[config.mk]
export PLATFORM = sky130hd
export DESIGN_NAME = mem_stage
export DESIGN_NICKNAME = d
export VERILOG_FILES = /design/src/rtl/mem_stage.sv
export SDC_FILE = /design/constraint.sdc
export NUM_CORES = 1
export LEC_CHECK = 0
export BUFFER_PORTS_ARGS = -buffer_cell sky130_fd_sc_hd__buf_4
export CAP_MARGIN = 20
export CORE_UTILIZATION = 45
export CTS_CLUSTER_DIAMETER = 150
export DETAILED_ROUTE_END_ITERATION = 7
export PLACE_DENSITY = 0.86
export SETUP_SLACK_MARGIN = 0.02
export SLEW_MARGIN = 25
export SYNTH_ARGS = -nofsm -noshare
export SYNTH_HDL_FRONTEND = slang
export SYNTH_SLANG_ARGS = --single-unit
[constraint.sdc]
create_clock -name clk -period 1.5 [get_ports clk]
set_input_delay 0.225 -clock clk [delete_from_list [all_inputs] [get_ports clk]]
set_output_delay 0.225 -clock clk [all_outputs]
set_load 0.1 [all_outputs]
[src/rtl/mem_stage.sv]
// mem_stage: memory-access stage of the 16-bit ASIP pipeline (EXE/MEM -> MEM/WB).
// Define MEM_TIMEOUT_EN to abort stuck data-memory accesses after TIMEOUT_CYCLES.
module mem_stage #(
   parameter int unsigned ARQ            = 16,
   parameter int unsigned TIMEOUT_CYCLES = 15
) (
   input  logic           clk,
   input  logic           rst,
   input  logic           valid_in,
   input  logic           wb_enable_in,
   input  logic           mem_enable_in,
   input  logic [ARQ-1:0] src1_in,
   input  logic [ARQ-1:0] srcdest_in,
   input  logic [ARQ-1:0] alu_result_in,
   output logic           stall_out,
   output logic           dmem_req,
   output logic           dmem_we,
   output logic [ARQ-1:0] dmem_addr,
   output logic [ARQ-1:0] dmem_wdata,
   input  logic [ARQ-1:0] dmem_rdata,
   input  logic           dmem_ack,
   output logic           valid_out,
   output logic           wb_enable_out,
   output logic [ARQ-1:0] dest_out,
   output logic [ARQ-1:0] result_out,
   output logic           mem_error
);

   typedef enum logic {IDLE = 1'b0, ACCESS = 1'b1} state_t;

   state_t         state, state_nx;
   logic           start, done;
   logic           lat_wb;
   logic [ARQ-1:0] lat_dest;

`ifdef MEM_TIMEOUT_EN
   localparam int unsigned CW = (TIMEOUT_CYCLES < 1) ? 1 : $clog2(TIMEOUT_CYCLES + 1);

   logic [CW-1:0] tmo_cnt;
   logic          tmo_hit;
   logic          abort;

   assign tmo_hit = (state == ACCESS) && (tmo_cnt == CW'(TIMEOUT_CYCLES));
   // Stall also drops on the abort cycle so upstream does not re-present the squashed op.
   assign stall_out = (state == ACCESS) && !dmem_ack && !tmo_hit;
`else
   logic unused_timeout_cfg;

   assign unused_timeout_cfg = (TIMEOUT_CYCLES == 0);
   assign stall_out          = (state == ACCESS) && !dmem_ack;
   assign mem_error          = 1'b0;
`endif

   always_ff @(posedge clk) begin
      if (rst) state <= IDLE;
      else     state <= state_nx;
   end

   always_comb begin
      state_nx = state;
      start    = 1'b0;
      done     = 1'b0;
`ifdef MEM_TIMEOUT_EN
      abort    = 1'b0;
`endif
      case (state)
         IDLE: begin
            if (valid_in && mem_enable_in) begin
               start    = 1'b1;
               state_nx = ACCESS;
            end
         end
         ACCESS: begin
            if (dmem_ack) begin
               done     = 1'b1;
               state_nx = IDLE;
            end
`ifdef MEM_TIMEOUT_EN
            else if (tmo_hit) begin
               abort    = 1'b1;
               state_nx = IDLE;
            end
`endif
         end
         default: state_nx = IDLE;
      endcase
   end

   // The request registers double as the latched op: dmem_we marks a store and
   // dmem_addr is the store's completion result.
   always_ff @(posedge clk) begin
      if (rst) begin
         valid_out     <= 1'b0;
         wb_enable_out <= 1'b0;
         dest_out      <= '0;
         result_out    <= '0;
         dmem_req      <= 1'b0;
         dmem_we       <= 1'b0;
         dmem_addr     <= '0;
         dmem_wdata    <= '0;
         lat_wb        <= 1'b0;
         lat_dest      <= '0;
      end else begin
         valid_out <= 1'b0;
         if (state == IDLE && valid_in && !mem_enable_in) begin
            valid_out     <= 1'b1;
            wb_enable_out <= wb_enable_in;
            dest_out      <= src1_in;
            result_out    <= alu_result_in;
         end
         if (start) begin
            dmem_req   <= 1'b1;
            dmem_we    <= !wb_enable_in;
            dmem_addr  <= alu_result_in;
            dmem_wdata <= srcdest_in;
            lat_wb     <= wb_enable_in;
            lat_dest   <= src1_in;
         end
         if (done) begin
            dmem_req      <= 1'b0;
            valid_out     <= 1'b1;
            wb_enable_out <= lat_wb;
            dest_out      <= lat_dest;
            result_out    <= dmem_we ? dmem_addr : dmem_rdata;
         end
`ifdef MEM_TIMEOUT_EN
         if (abort) begin
            dmem_req      <= 1'b0;
            valid_out     <= 1'b1;
            wb_enable_out <= 1'b0;
            dest_out      <= lat_dest;
            result_out    <= '0;
         end
`endif
      end
   end

`ifdef MEM_TIMEOUT_EN
   always_ff @(posedge clk) begin
      if (rst) begin
         tmo_cnt   <= '0;
         mem_error <= 1'b0;
      end else begin
         if (start)
            tmo_cnt <= '0;
         else if (state == ACCESS && !dmem_ack && !tmo_hit)
            tmo_cnt <= tmo_cnt + CW'(1);
         if (abort)
            mem_error <= 1'b1;
      end
   end
`endif

endmodule

Word level (Yosys, flattened, before mapping) --
Index checks and enable logic that the tools add are counted.
Word-level totals: register bits 86, bits of input ports 70, output and inout port bits 70, logic and storage cells 36
Cells by class: multiplexer cells 15, bitwise gates (word level) 1, reductions and logical operators 9
Operator list (count):
- $mux 16 | 5
- $mux 1 | 9
- $logic_and 1x1->1 | 4
- $logic_not 1->1 | 3
- $pmux 1 s2 | 1
- $reduce_bool 2->1 | 1
- $reduce_or 2->1 | 1
- $not 1->1 | 1

Longest topological paths before layout --
depth after elaboration 5, depth in mapped cells 5, mapped depth without buffers 3

Least setup slack after synthesis --
Ideal clock, no wire load.
kind register to register, from reg state, to reg state, setup time 70 ps, data arrival time 2057 ps, data required time 1430 ps, slack -627 ps, cell stages (with the launch flop) 4, buffers on the path 0, clock period less this slack 2127 ps, cell sequence dfxtp_1 nor2b_1 nor2_1 nor2_1
Between the ends: longest elaborated chain between the ends 2
Ends and longest elaborated chain:
- start, declared | RTL line 31 | state_t state, state_nx;
- start signal, assigned | RTL line 56 | else state <= state_nx;
- $not 1->1
- $pmux 1 s2 (*) | RTL line 66 | case (state)
Mark *: on every way between the ends. The rest lies on a longest branch, timed or not. A chain may end at the register's enable or synchronous reset.

Worst setup path in the final report --
from reg dmem_we, to out dmem_we
RTL lines:
- start, declared | RTL line 17 | output logic dmem_we,
- start signal, assigned | RTL line 113 | dmem_we <= !wb_enable_in;
No word-level cell between the ends.

==> flow_summary.toml <==
[finish]
seqCellArea_sq_um = 1730
final_layout_size_suffix_gt1_frac = 0.309
fin_nets = 629
multiInputGateArea_sq_um = 1540
fill_cells = 634
diodes = 0
finalInstanceArea_sq_um = 4870
final_util = 0.661
areaGrowthSynthToFinish_pct = 40.2
layout.cells.non_filler = 663

[sta]
post-route-min-period_ns = 1.41
holdWs_ns = 0.107
hold_viol_final = 0
max_freq_ghz = 0.711
post-route-period-util = 0.938
setup_violations = 0
slew_violations = 0
totalNegativeSetupSlack_ns = 0
skew_ns = 0.0123
grt_setup_unrepaired = "false"
final.setup.worst_slack_ns = 0.0927

[synthesis]
syn-num-nets = 505
ys_seq_area_frac = 0.496
syn_avg_cell_area_sq_um = 7.98
ys_warn_count = 0
post-synth-top-count-cell = "nand2_1"
synth_area_leader_cell = "dfxtp_1"
synth.distinct_cells = 18
synth-edff-count = 0
synthTopCellsByArea = "dfxtp_1, nand2_1, a311oi_1, a21oi_1, a211oi_1"
async_flop_share = 0
synthCells = 435
netlist.area_leader.share = 0.496
synth_area_sq_um = 3470
synth_ff_type = "dfxtp_1"
synth_common_cells = "nand2_1, dfxtp_1, a21oi_1, a311oi_1, nor2_1"
ys_ff_latch = 86

[placed_design]
place_congestion = 0.806
post-place-cells = 647
dp_hpwl_microns = 6350
io_buffers = 138
pre_cts_slack_ns = 0.0977
place_area_sq_um = 4590

[critical_path]
path_class = "flop to primary output"
crit_chain = "buf_4"
cp_max_fo = 20
max_stage_delay_ns = 0.50
cp_top_family = "flip-flops"
worstPathRequired_ns = 1.27
crit_slowest_cell = "dfxtp_4"
endpoint_kind = "primary output"
worstPathArrival_ns = 1.18
start_kind = "flop"
path_buf_inv = 1

[clocking]
clock_tree.root_cell = "clkbuf_8"
cts_buffers = 9
worstSkewPairLatency_ns = 0.35
htreeDepth = 3
cts_tree = "built"
cts_sinks = 86
cts_setup_buffers = 0
cts_buffer_depth = 2
clk_pin_slew_ns = 0.08

[floorplanning]
core_area_sq_um = 7370
die_height_microns = 89.8
initial_utilization = 0.471
die_x_microns = 89.8
ioPinCount = 140
die_area_sq_um = 8070
row_count = 31

[grt]
grt_overflow_total = 0
track_usage = 0.234
first_global_vias = 3420
grt_pass1_wl_microns = 15400
antenna_found_initial = 0
grt_max_degree = 54

[drt]
vias_per_cell = 5.22
dr.pass1.iters = 4
vias = 3464
wl_per_cell_microns = 14.3
drc = 0
drt-total-wl_microns = 9460
ant_nets = 0
drtIter0Drc = 191

[flow_run]
cap_violations = 0

[pwr]
p_leak_nw = 2.04
power_density_nw_per_um2 = 1260
power.total_mw = 6.14
irDropWorstVdd_v = 0.000638

[run_status]
status = "finished, final reports clean"

[worst_hold_path]
hp-class = "input pin to flop"
==> state kept, by name (all words and copies together) (netlist names) <==
register / cells
dest_out: 16
dmem_addr: 16
dmem_wdata: 16
lat_dest: 16
result_out: 16
dmem_req: 1
dmem_we: 1
lat_wb: 1
state: 1
valid_out: 1
wb_enable_out: 1
==> power breakdown <==
group | switching (mW) | leakage (nW) | internal [mW] | total [mW]
Combinational | 1.12 | 1.21 | 0.402 | 1.52
Sequential | 0.0852 | 0.705 | 2.41 | 2.50
Clock | 0.840 | 0.130 | 1.28 | 2.12
Total | 2.04 | 2.04 | 4.10 | 6.14
==> cell families (layout without fill, tap and decap cells) <==
group                  after synthesis  count (layout)  share of synthesized area
and+or+nand+nor                    208             208                      0.246
other                                1               1                    0.00108
AOI/OAI and AO/OA                  101             101                      0.194
buffers and inverters               39             168                     0.0634
DFF                                 86              86                      0.496
==> path summary, 6_finish.rpt <==
check / start / to / slack [ns] / depth (start not counted)
worst max-delay path: dmem_we / dmem_we / 0.09 / 1
worst min-delay path: dmem_ack / dmem_req / 0.11 / 2
worst max register to register: state / dest_out[1] / 0.19 / 4
worst min register to register: lat_dest[3] / lat_dest[3] / 0.46 / 2
==> per-layer routing <==
metal | global-route usage | part of all wire | vias up
li1 | - | - | 1713
met1 | 0.278 | 0.42 | 1618
met2 | 0.409 | 0.51 | 118
met3 | 0.0406 | 0.054 | 15
met4 | 0.109 | 0.019 | 0
met5 | 0 | 0 | -
==> final cells by class <==
cell class / count / share of cell area
timing repair buffer: 152 / 0.248
tap: 99 / 0.0254
sequential: 86 / 0.355
clock buffer: 9 / 0.0254
multi-input combinational: 310 / 0.317
clock inverter: 7 / 0.0298
==> cells in the final DEF (no fill, tap or decap), types with 4 or more instances in the layout <==
cell type,instances
nand2_1,165
buf_4,146
dfxtp_1,84
a21oi_1,51
a311oi_1,33
nor2_1,20
a211oi_1,17
nor2b_1,16
clkbuf_8,9
buf_12,5
bufinv_16,4
==> timing repair <==
item / 4_1_cts / 5_1_grt
gates resized for setup: 2 / 0
endpoints found under the setup margin: 1 / 0
hold buffers: 0 / 0
No activity file was read; power rests on OpenSTA's default activity.
